<file path="src/rtl/instr_fetch_unit_pkg.sv">
// -----------------------------------------------------------------------------
// instr_fetch_unit_pkg
//  Types and constants shared between the instruction fetch unit and the
//  control decoder.
//   - fetch_state_e : fetch FSM states
//   - PC_SEQ/PC_REL/PC_REG : pc_src encodings produced by the decoder
//   - OP_BRANCH/OP_JAL/OP_JALR : opcodes of the control-flow instructions
//   - pc_is_aligned() : word-alignment check used on every next-PC target
// -----------------------------------------------------------------------------
package instr_fetch_unit_pkg;

    typedef enum logic [1:0] {
        S_REQ   = 2'd0,
        S_WAIT  = 2'd1,
        S_EXEC  = 2'd2,
        S_FAULT = 2'd3
    } fetch_state_e;

    // pc_src encodings; 2'b11 is unused by the decoder and falls back to sequential.
    localparam logic [1:0] PC_SEQ = 2'b00;
    localparam logic [1:0] PC_REL = 2'b01;
    localparam logic [1:0] PC_REG = 2'b10;

    localparam logic [6:0] OP_BRANCH = 7'b1100011;
    localparam logic [6:0] OP_JAL    = 7'b1101111;
    localparam logic [6:0] OP_JALR   = 7'b1100111;

    function automatic logic pc_is_aligned(input logic [31:0] addr);
        return (addr[1:0] == 2'b00);
    endfunction

endpackage

</file>
<file path="src/rtl/instr_fetch_unit_next_pc_calc.sv">
// -----------------------------------------------------------------------------
// next_pc_calc
//  Purely combinational next-PC selection for the fetch unit.
//  Inputs : pc, pc_src, branch, jump, branch_taken, imm, rs1_data
//  Outputs: next_pc    - selected target (all adds modulo 2^32)
//           misaligned - target is not word aligned
// -----------------------------------------------------------------------------
module next_pc_calc
    import instr_fetch_unit_pkg::*;
(
    input  logic [31:0] pc,
    input  logic [1:0]  pc_src,
    input  logic        branch,
    input  logic        jump,
    input  logic        branch_taken,
    input  logic [31:0] imm,
    input  logic [31:0] rs1_data,
    output logic [31:0] next_pc,
    output logic        misaligned
);

    logic [31:0] seq_target;
    logic [31:0] rel_target;
    logic [31:0] reg_target;
    logic        rel_taken;

    assign seq_target = pc + 32'd4;
    assign rel_target = pc + imm;
    // JALR semantics: bit 0 of the computed base+offset is always dropped.
    assign reg_target = (rs1_data + imm) & ~32'd1;
    // A pc-relative source only redirects for jumps or taken branches.
    assign rel_taken  = jump | (branch & branch_taken);

    always_comb begin
        next_pc = seq_target;
        if (pc_src == PC_REG) begin
            next_pc = reg_target;
        end else if ((pc_src == PC_REL) && rel_taken) begin
            next_pc = rel_target;
        end
    end

    assign misaligned = ~pc_is_aligned(next_pc);

endmodule

</file>
<file path="src/rtl/instr_fetch_unit.sv">
// -----------------------------------------------------------------------------
// instr_fetch_unit
//  Owns the PC, fetches one 32-bit instruction at a time over a valid/ready
//  instruction-memory port, holds it (with decoded opcode/funct3/funct7) until
//  the core retires it, then moves to the next PC chosen from the decoder's
//  branch/jump/pc_src outputs. A misaligned target raises a sticky fault.
//  Ports:
//   clk, rst                       clock, synchronous active-high reset
//   imem_req_valid/ready, imem_addr    fetch request channel
//   imem_rsp_valid, imem_rsp_data      fetch response channel
//   instr, instr_valid, pc             held instruction and its PC
//   opcode, funct3, funct7             fields of the held instruction
//   retire, branch, jump, pc_src,
//   branch_taken, imm, rs1_data        next-PC controls from the core
//   fetch_fault, fault_pc              sticky misaligned-target fault
// -----------------------------------------------------------------------------
module instr_fetch_unit
    import instr_fetch_unit_pkg::*;
#(
    parameter logic [31:0] RESET_PC = 32'h0000_0000,
    parameter int          XLEN     = 32
) (
    input  logic            clk,
    input  logic            rst,
    output logic            imem_req_valid,
    input  logic            imem_req_ready,
    output logic [XLEN-1:0] imem_addr,
    input  logic            imem_rsp_valid,
    input  logic [XLEN-1:0] imem_rsp_data,
    output logic [XLEN-1:0] instr,
    output logic            instr_valid,
    output logic [XLEN-1:0] pc,
    output logic [6:0]      opcode,
    output logic [2:0]      funct3,
    output logic [6:0]      funct7,
    input  logic            retire,
    input  logic            branch,
    input  logic            jump,
    input  logic [1:0]      pc_src,
    input  logic            branch_taken,
    input  logic [XLEN-1:0] imm,
    input  logic [XLEN-1:0] rs1_data,
    output logic            fetch_fault,
    output logic [XLEN-1:0] fault_pc
);

    fetch_state_e    state_q, state_d;
    logic [XLEN-1:0] pc_q, pc_d;
    logic [XLEN-1:0] instr_q, instr_d;
    logic            instr_valid_q, instr_valid_d;
    logic            fault_q, fault_d;
    logic [XLEN-1:0] fault_pc_q, fault_pc_d;

    logic [XLEN-1:0] next_pc;
    logic            next_misaligned;

    next_pc_calc u_next_pc_calc (
        .pc           (pc_q),
        .pc_src       (pc_src),
        .branch       (branch),
        .jump         (jump),
        .branch_taken (branch_taken),
        .imm          (imm),
        .rs1_data     (rs1_data),
        .next_pc      (next_pc),
        .misaligned   (next_misaligned)
    );

    always_comb begin
        state_d       = state_q;
        pc_d          = pc_q;
        instr_d       = instr_q;
        instr_valid_d = instr_valid_q;
        fault_d       = fault_q;
        fault_pc_d    = fault_pc_q;

        case (state_q)
            S_REQ: begin
                if (imem_req_ready) begin
                    state_d = S_WAIT;
                end
            end
            S_WAIT: begin
                // Only this state listens to the response channel, so a
                // response can never arrive in the same cycle as its request.
                if (imem_rsp_valid) begin
                    instr_d       = imem_rsp_data;
                    instr_valid_d = 1'b1;
                    state_d       = S_EXEC;
                end
            end
            S_EXEC: begin
                if (retire) begin
                    instr_valid_d = 1'b0;
                    if (next_misaligned) begin
                        // PC stays on the instruction that produced the bad target.
                        fault_d    = 1'b1;
                        fault_pc_d = next_pc;
                        state_d    = S_FAULT;
                    end else begin
                        pc_d    = next_pc;
                        state_d = S_REQ;
                    end
                end
            end
            S_FAULT: begin
                // Terminal until reset.
            end
            default: begin
                state_d = S_REQ;
            end
        endcase
    end

    always_ff @(posedge clk) begin
        if (rst) begin
            state_q       <= S_REQ;
            pc_q          <= RESET_PC;
            instr_q       <= '0;
            instr_valid_q <= 1'b0;
            fault_q       <= 1'b0;
            fault_pc_q    <= '0;
        end else begin
            state_q       <= state_d;
            pc_q          <= pc_d;
            instr_q       <= instr_d;
            instr_valid_q <= instr_valid_d;
            fault_q       <= fault_d;
            fault_pc_q    <= fault_pc_d;
        end
    end

    // Request is masked while rst is held so nothing is issued to memory
    // during any reset cycle (state_q is already S_REQ after the first one).
    assign imem_req_valid = (state_q == S_REQ) && !rst;
    assign imem_addr      = pc_q;

    assign instr       = instr_q;
    assign instr_valid = instr_valid_q;
    assign pc          = pc_q;
    assign opcode      = instr_q[6:0];
    assign funct3      = instr_q[14:12];
    assign funct7      = instr_q[31:25];
    assign fetch_fault = fault_q;
    assign fault_pc    = fault_pc_q;

endmodule

</file>
<file path="config.mk">
export PLATFORM = sky130hd
export DESIGN_NAME = instr_fetch_unit
export DESIGN_NICKNAME = d
export VERILOG_FILES = /design/src/rtl/instr_fetch_unit_pkg.sv /design/src/rtl/instr_fetch_unit_next_pc_calc.sv /design/src/rtl/instr_fetch_unit.sv
export SDC_FILE = /design/constraint.sdc
export NUM_CORES = 1
export LEC_CHECK = 0
export ABC_AREA = 1
export CAP_MARGIN = 20
export CORE_MARGIN = 2
export CORE_UTILIZATION = 46
export CTS_BUF_LIST = sky130_fd_sc_hd__clkbuf_4 sky130_fd_sc_hd__clkbuf_8
export CTS_CLUSTER_SIZE = 25
export DETAILED_ROUTE_END_ITERATION = 7
export PLACE_DENSITY = 0.79
export SLEW_MARGIN = 15
export SYNTH_ARGS = -nofsm -noshare
export SYNTH_HDL_FRONTEND = slang
export SYNTH_HIERARCHICAL = 1
export SYNTH_SLANG_ARGS = --single-unit
</file>
<file path="constraint.sdc">
create_clock -name clk -period 1.97 [get_ports clk]
set_input_delay 0.394 -clock clk [delete_from_list [all_inputs] [get_ports clk]]
set_output_delay 0.394 -clock clk [all_outputs]
set_load 0.02 [all_outputs]
</file>
# ---- After elaboration in Yosys (flattened, before gate mapping)
# Cells that the tools add are included.
dict set report word_totals {
  input_bits 106
  register_bits 100
}
dict set report classes {
  n_eq_ne 7
  reduce_logical 12
  muxes 10
  bitwise_logic 3
  add_sub_neg 3
}
# cell count
set ops {}
lappend ops {{$add 32x32->32} 2}
lappend ops {{$mux 32} 2}
lappend ops {{$add 32x3->32 const B} 1}
lappend ops {{$reduce_and 3->1} 3}
lappend ops {{$mux 2} 4}
lappend ops {{$ne 2x2->1 const B} 3}
lappend ops {{$pmux 2 s3} 1}
lappend ops {{$eq 2x1->1 const B} 2}
lappend ops {{$eq 2x2->1 const B} 2}
lappend ops {{$logic_not 2->1} 2}
lappend ops {{$reduce_and 4->1} 1}
lappend ops {{$reduce_bool 3->1} 1}
lappend ops {{$logic_and 1x1->1} 2}
lappend ops {{$mux 1} 2}
lappend ops {{$pmux 1 s2} 1}
lappend ops {{$reduce_and 2->1} 1}
lappend ops {{$reduce_bool 2->1} 1}
lappend ops {{$and 1x1->1} 1}
lappend ops {{$logic_not 1->1} 1}
lappend ops {{$not 1->1} 1}
lappend ops {{$or 1x1->1} 1}

# ---- Logic depth before layout (Yosys ltp)
dict set report logic_depth {
  depth_word 9
  ltp_mapped 16
  depth_no_buf 16
}

# ---- Cells and area by module
# Netlist, hierarchy kept.
# module area_per_inst_um2 cells_per_inst seq_area_each_um2 instances
set by_module_without_submodules {}
lappend by_module_without_submodules {next_pc_calc 5667.9 1148 0.0 1}
lappend by_module_without_submodules {instr_fetch_unit 4032.6 523 2001.9 1}

# ---- Worst setup path after synthesis
# Ideal clock, no wire load.
dict set report synth_path {
  path_type {register -> register}
  start {register pc_q[0], in the netlist imem_addr[0]}
  end {register fault_pc_q[12], in the netlist fault_pc[12]}
  required_time_ns 1.900
  stages_incl_launch_ff 12
  setup_slack_ns -0.178
  t_arrival_ns 2.077
  path_cell_list {dfxtp_1 -> ha_1 -> fa_1 -> nand3_1 -> nand3_1 -> nand3_1 -> nand3_1 -> xor2_1 -> mux2i_1 -> o21ai_0 -> nand3_1 -> a21oi_1}
}
# item line
set synth_lines {}
lappend synth_lines {{from (decl)} instr_fetch_unit.sv:48} ;# logic [XLEN-1:0] pc_q, pc_d;
lappend synth_lines {{from (signal assigned)} instr_fetch_unit.sv:125} ;# pc_q <= pc_d;
lappend synth_lines {{$add 32x3->32 or $add 32x32->32 (tied branches)} {instr_fetch_unit_next_pc_calc.sv:27, instr_fetch_unit_next_pc_calc.sv:28}}
lappend synth_lines {{$mux 32 (*)} instr_fetch_unit_next_pc_calc.sv:38} ;# end else if ((pc_src == PC_REL) && rel_taken) begin
lappend synth_lines {{$mux 32 (*)} instr_fetch_unit_next_pc_calc.sv:36} ;# if (pc_src == PC_REG) begin
lappend synth_lines {{named net next_pc[12]} instr_fetch_unit.sv:54} ;# logic [XLEN-1:0] next_pc;
lappend synth_lines {{to (signal assigned)} instr_fetch_unit.sv:129} ;# fault_pc_q <= fault_pc_d;
lappend synth_lines {{to (decl)} instr_fetch_unit.sv:52} ;# logic [XLEN-1:0] fault_pc_q, fault_pc_d;
# Mark *: on every way through the listed nets, which the timed path passes. The rest lies on a longest branch.
# A chain may end at the register's enable or synchronous reset.

# ---- Worst setup path in the final report
dict set report layout_path {
  start {register pc_q[0], in the netlist imem_addr[0]}
  end {register pc_q[7], in the netlist imem_addr[7]}
}
dict set report layout_between {
  elab_chain_cells 5
}
# item line
set layout_lines {}
lappend layout_lines {{$add 32x3->32 or $add 32x32->32 (tied branches)} {instr_fetch_unit_next_pc_calc.sv:27, instr_fetch_unit_next_pc_calc.sv:28}}
lappend layout_lines {{$mux 32 (*)} instr_fetch_unit_next_pc_calc.sv:38}
lappend layout_lines {{$mux 32 (*)} instr_fetch_unit_next_pc_calc.sv:36}
lappend layout_lines {{$logic_not 2->1} instr_fetch_unit_pkg.sv:29} ;# return (addr[1:0] == 2'b00);
lappend layout_lines {{$reduce_and 3->1 (no source line)} n/a}
# Mark *: on every way between the ends. The rest lies on a longest branch, timed or not.

==> impl_metrics.tcl <==
set metrics [dict create \
    synth_warnings 6 \
    netlist_top_cells_count "nand2_1 (498), nor2_1 (253), inv_1 (169), nand3_1 (130), a21oi_1 (106)" \
    arrival_ns 2.65 \
    clkSinkCount 100 \
    slowest_delay_ns 0.45 \
    slew_headroom 0.678 \
    fmax_mhz 419 \
    rrSetupSlack_ns -0.42 \
    hp-class "flop to flop" \
    portBuffers 253 \
    postSynthCellCount 1671 \
    drc 0 \
    ctsRootBufferMaster "clkbuf_8" \
    finalHoldViolCount 0 \
    antenna_found_initial 1 \
    synth_edf_count 0 \
    dpl.hpwl_mm 32.8 \
    vias 13600 \
    crit_chain "ha_4 > fa_2 > nand2_2 > nand4_1 > buf_6 > buf_6 > nor2_4 > clkinv_4 > buf_6 > nor2_1 > nor2_1" \
    detail_route.first_pass.iterations 7 \
    synth-seq-cells 100 \
    outcome "complete, but fails checks" \
    whs_path_depth 2 \
    post_dp_cell_area_um2 13900 \
    r2r_cells 11 \
    cp.required_ns 2.24 \
    maxCapViolations 0 \
    h-tree-depth 3 \
    rows 53 \
    worst-path-max-fanout 8 \
    hp-start "fetch_fault$_SDFFE_PP0P_" \
    die-width_um 149 \
    numCtsBuffers 9 \
    rr_endpoint "imem_addr[7]$_SDFFE_PP0P_" \
    r2r-start "imem_addr[0]$_SDFFE_PP0P_" \
    multi_input_area_um2 8910 \
    ys_top_cells_by_area "dfxtp_1 (21%), nand2_1 (19%), nor2_1 (9.8%)" \
    slowest_stage "fa_2" \
    powerDensity_nw_per_um2 659 \
    holdPathEnd "fetch_fault$_SDFFE_PP0P_" \
    seqCellArea_um2 2060 \
    syn_avg_cell_area_um2 5.81 \
    async_flop_share 0 \
    cp_common_cell "buf_6" \
    fillers 1361 \
    tritoncts "built" \
    setup_ws_ns -0.417 \
    hold_buffers 0 \
    peakVddDrop_v 0.000542 \
    leakagePower_nw 8.05 \
    die_area_um2 22300 \
    nets 2292 \
    overflow 0 \
    netlist.area_leader.share 0.206 \
    ios 254 \
    viasPerCell 5.69 \
    clockBufferDepth 2 \
    die_h_um 149 \
    path_class "flop to flop" \
    setup-violations-final 68 \
    rsz0062_at_grt "true" \
    synth_fp_nets 1845 \
    globalplace.congestion 0.963 \
    diodes 0 \
    antenna_left 0 \
    timing.final.crit_share 1.21 \
    post_route_cells_drive_above_1_share 0.369 \
    design.core.area_um2 20900 \
    fin_crit_ns 2.39 \
    clk_latency_ns 0.38 \
    routedWlPerCell_um 19.8 \
    grt_max_degree 52 \
    grt_pass1_wl_mm 66.1 \
    violations "negative setup slack" \
    syn-cell-area_um2 9700 \
    startpoint_type "flop" \
    grt_pass1_vias 12700 \
    clkTransAtPathRegs_ns 0.12 \
    synth.most_common_cell "nand2_1" \
    synth-seq-area-share 0.206 \
    drt-initial-drc-count 1352 \
    tightest_slew_ns 0.480 \
    crit_path_end_kind "flop" \
    wl_mm 47.4 \
    fin_setup_tns_ns -20.54 \
    track_usage 0.377 \
    finalInstanceArea_um2 17100 \
    initial_utilization 0.464 \
    synth_top_area_cell "dfxtp_1" \
    synthFlopType "dfxtp_1" \
    area_delta_synth_final_pct 76.0 \
    drv_slew 0 \
    synth_cell_types 43 \
    finClkSkew_ns 0.0198 \
]
[layout make-up]
cell class                      instances  share of cell area
Clock buffer                           12             0.00931
Clock inverter                          3             0.00125
Inverter                              175              0.0399
Multi-Input combinational cell       1304               0.522
Sequential cell                       100               0.121
Tap cell                              275              0.0202
Timing Repair Buffer                  528               0.287
[layout by cell type, fill, tap and decap left out, drive strengths merged, types with 2 or more instances in the layout]
cell             n
and2             2
or2              2
inv            172
xnor2           12
buf            274
dlymetal6s2s    22
nand3b          10
mux2i            4
nand4           16
nor3b            2
o21ai          113
clkbuf          15
dfxtp          100
and3             3
clkdlybuf4s15   10
nand2          505
nor3            22
xor2            30
o21a             5
dlygate4sd2     62
a21oi          106
nor2           260
ha              66
o21bai           6
clkdlybuf4s50  157
fa               2
nand3          132
clkinv           5
o211ai           2
[power breakdown]
| part | leakage [nW] | switching [mW] | internal, mW |
|---|---|---|---|
| clock network | 0.0923 | 0.771 | 0.541 |
| registers | 0.826 | 0.309 | 2.34 |
| logic | 7.13 | 4.11 | 3.18 |
| total | 8.05 | 5.19 | 6.06 |
[metal layers]
layer | global-route usage | vias to the layer above | routed length [um]
met5 | 0 | - | 15
met1 | 0.451 | 6302 | 17700
met2 | 0.648 | 884 | 22400
li1 | - | 6224 | -
met3 | 0.0468 | 220 | 3980
met4 | 0.220 | 2 | 3270
[through the flow]
step                cells  power (mW)  hold WS (ns)  setup WS, ns   util
detailed placement   2347        8.28         0.451        -0.944  0.666
global route         2397        11.8         0.495        -0.457  0.817
global placement     2347        8.20         0.440        -0.884  0.666
CTS                  2385        10.5         0.464       -0.0958  0.774
floorplan            1671        5.74         0.483      0.000526      -
finish               2397        11.2         0.460        -0.417  0.817
[sequential cells by signal, summed over array words and instances, names as in the netlist]
name	cells
fault_pc	32
imem_addr	32
instr	32
state_q	2
fetch_fault	1
instr_valid	1
[worst max-delay path by stage]
stage / slack, ns / end / cells past startpoint / startpoint
floorplan: 0.0005 / fault_pc[16]$_SDFFE_PP0P_ / 12 / imem_addr[11]$_SDFFE_PP0P_
global placement: -0.88 / fault_pc[25]$_SDFFE_PP0P_ / 12 / imm[11]
detailed placement: -0.94 / fault_pc[15]$_SDFFE_PP0P_ / 14 / imm[5]
CTS: -0.1 / imem_addr[12]$_SDFFE_PP0P_ / 11 / imem_addr[0]$_SDFFE_PP0P_
global route: -0.46 / imem_addr[10]$_SDFFE_PP0P_ / 14 / pc_src[0]
finish: -0.42 / imem_addr[7]$_SDFFE_PP0P_ / 11 / imem_addr[0]$_SDFFE_PP0P_
[timing repair]
item                       CTS  global route
buffers inserted            20            10
gates cloned                 3             3
setup endpoints to repair   86            93
pin swaps                  151            87
resized for setup          529           207
[cell families (layout without fill, tap and decap cells)]
logic type                 after synthesis  after routing  synth area share
xor gates and xnor gates                42             42            0.0379
DFF                                    100            100             0.206
AOI/OAI and AO/OA                      235            235             0.126
and+or+nand+nor                        955            955             0.408
buffers and inverters                  267            718             0.128
adders and majority gates               68             68            0.0893
muxes                                    4              4           0.00413
[worst max-delay path: cells and delay by family (launching register included)]
kind | cells | cell delay (ns)
buffers and inverters | 4 | 0.63
adder cells (fa/ha/maj) | 2 | 0.61
flip-flops | 1 | 0.38
AND/OR/NAND/NOR | 5 | 0.64
(Power assumes the default switching activity.)
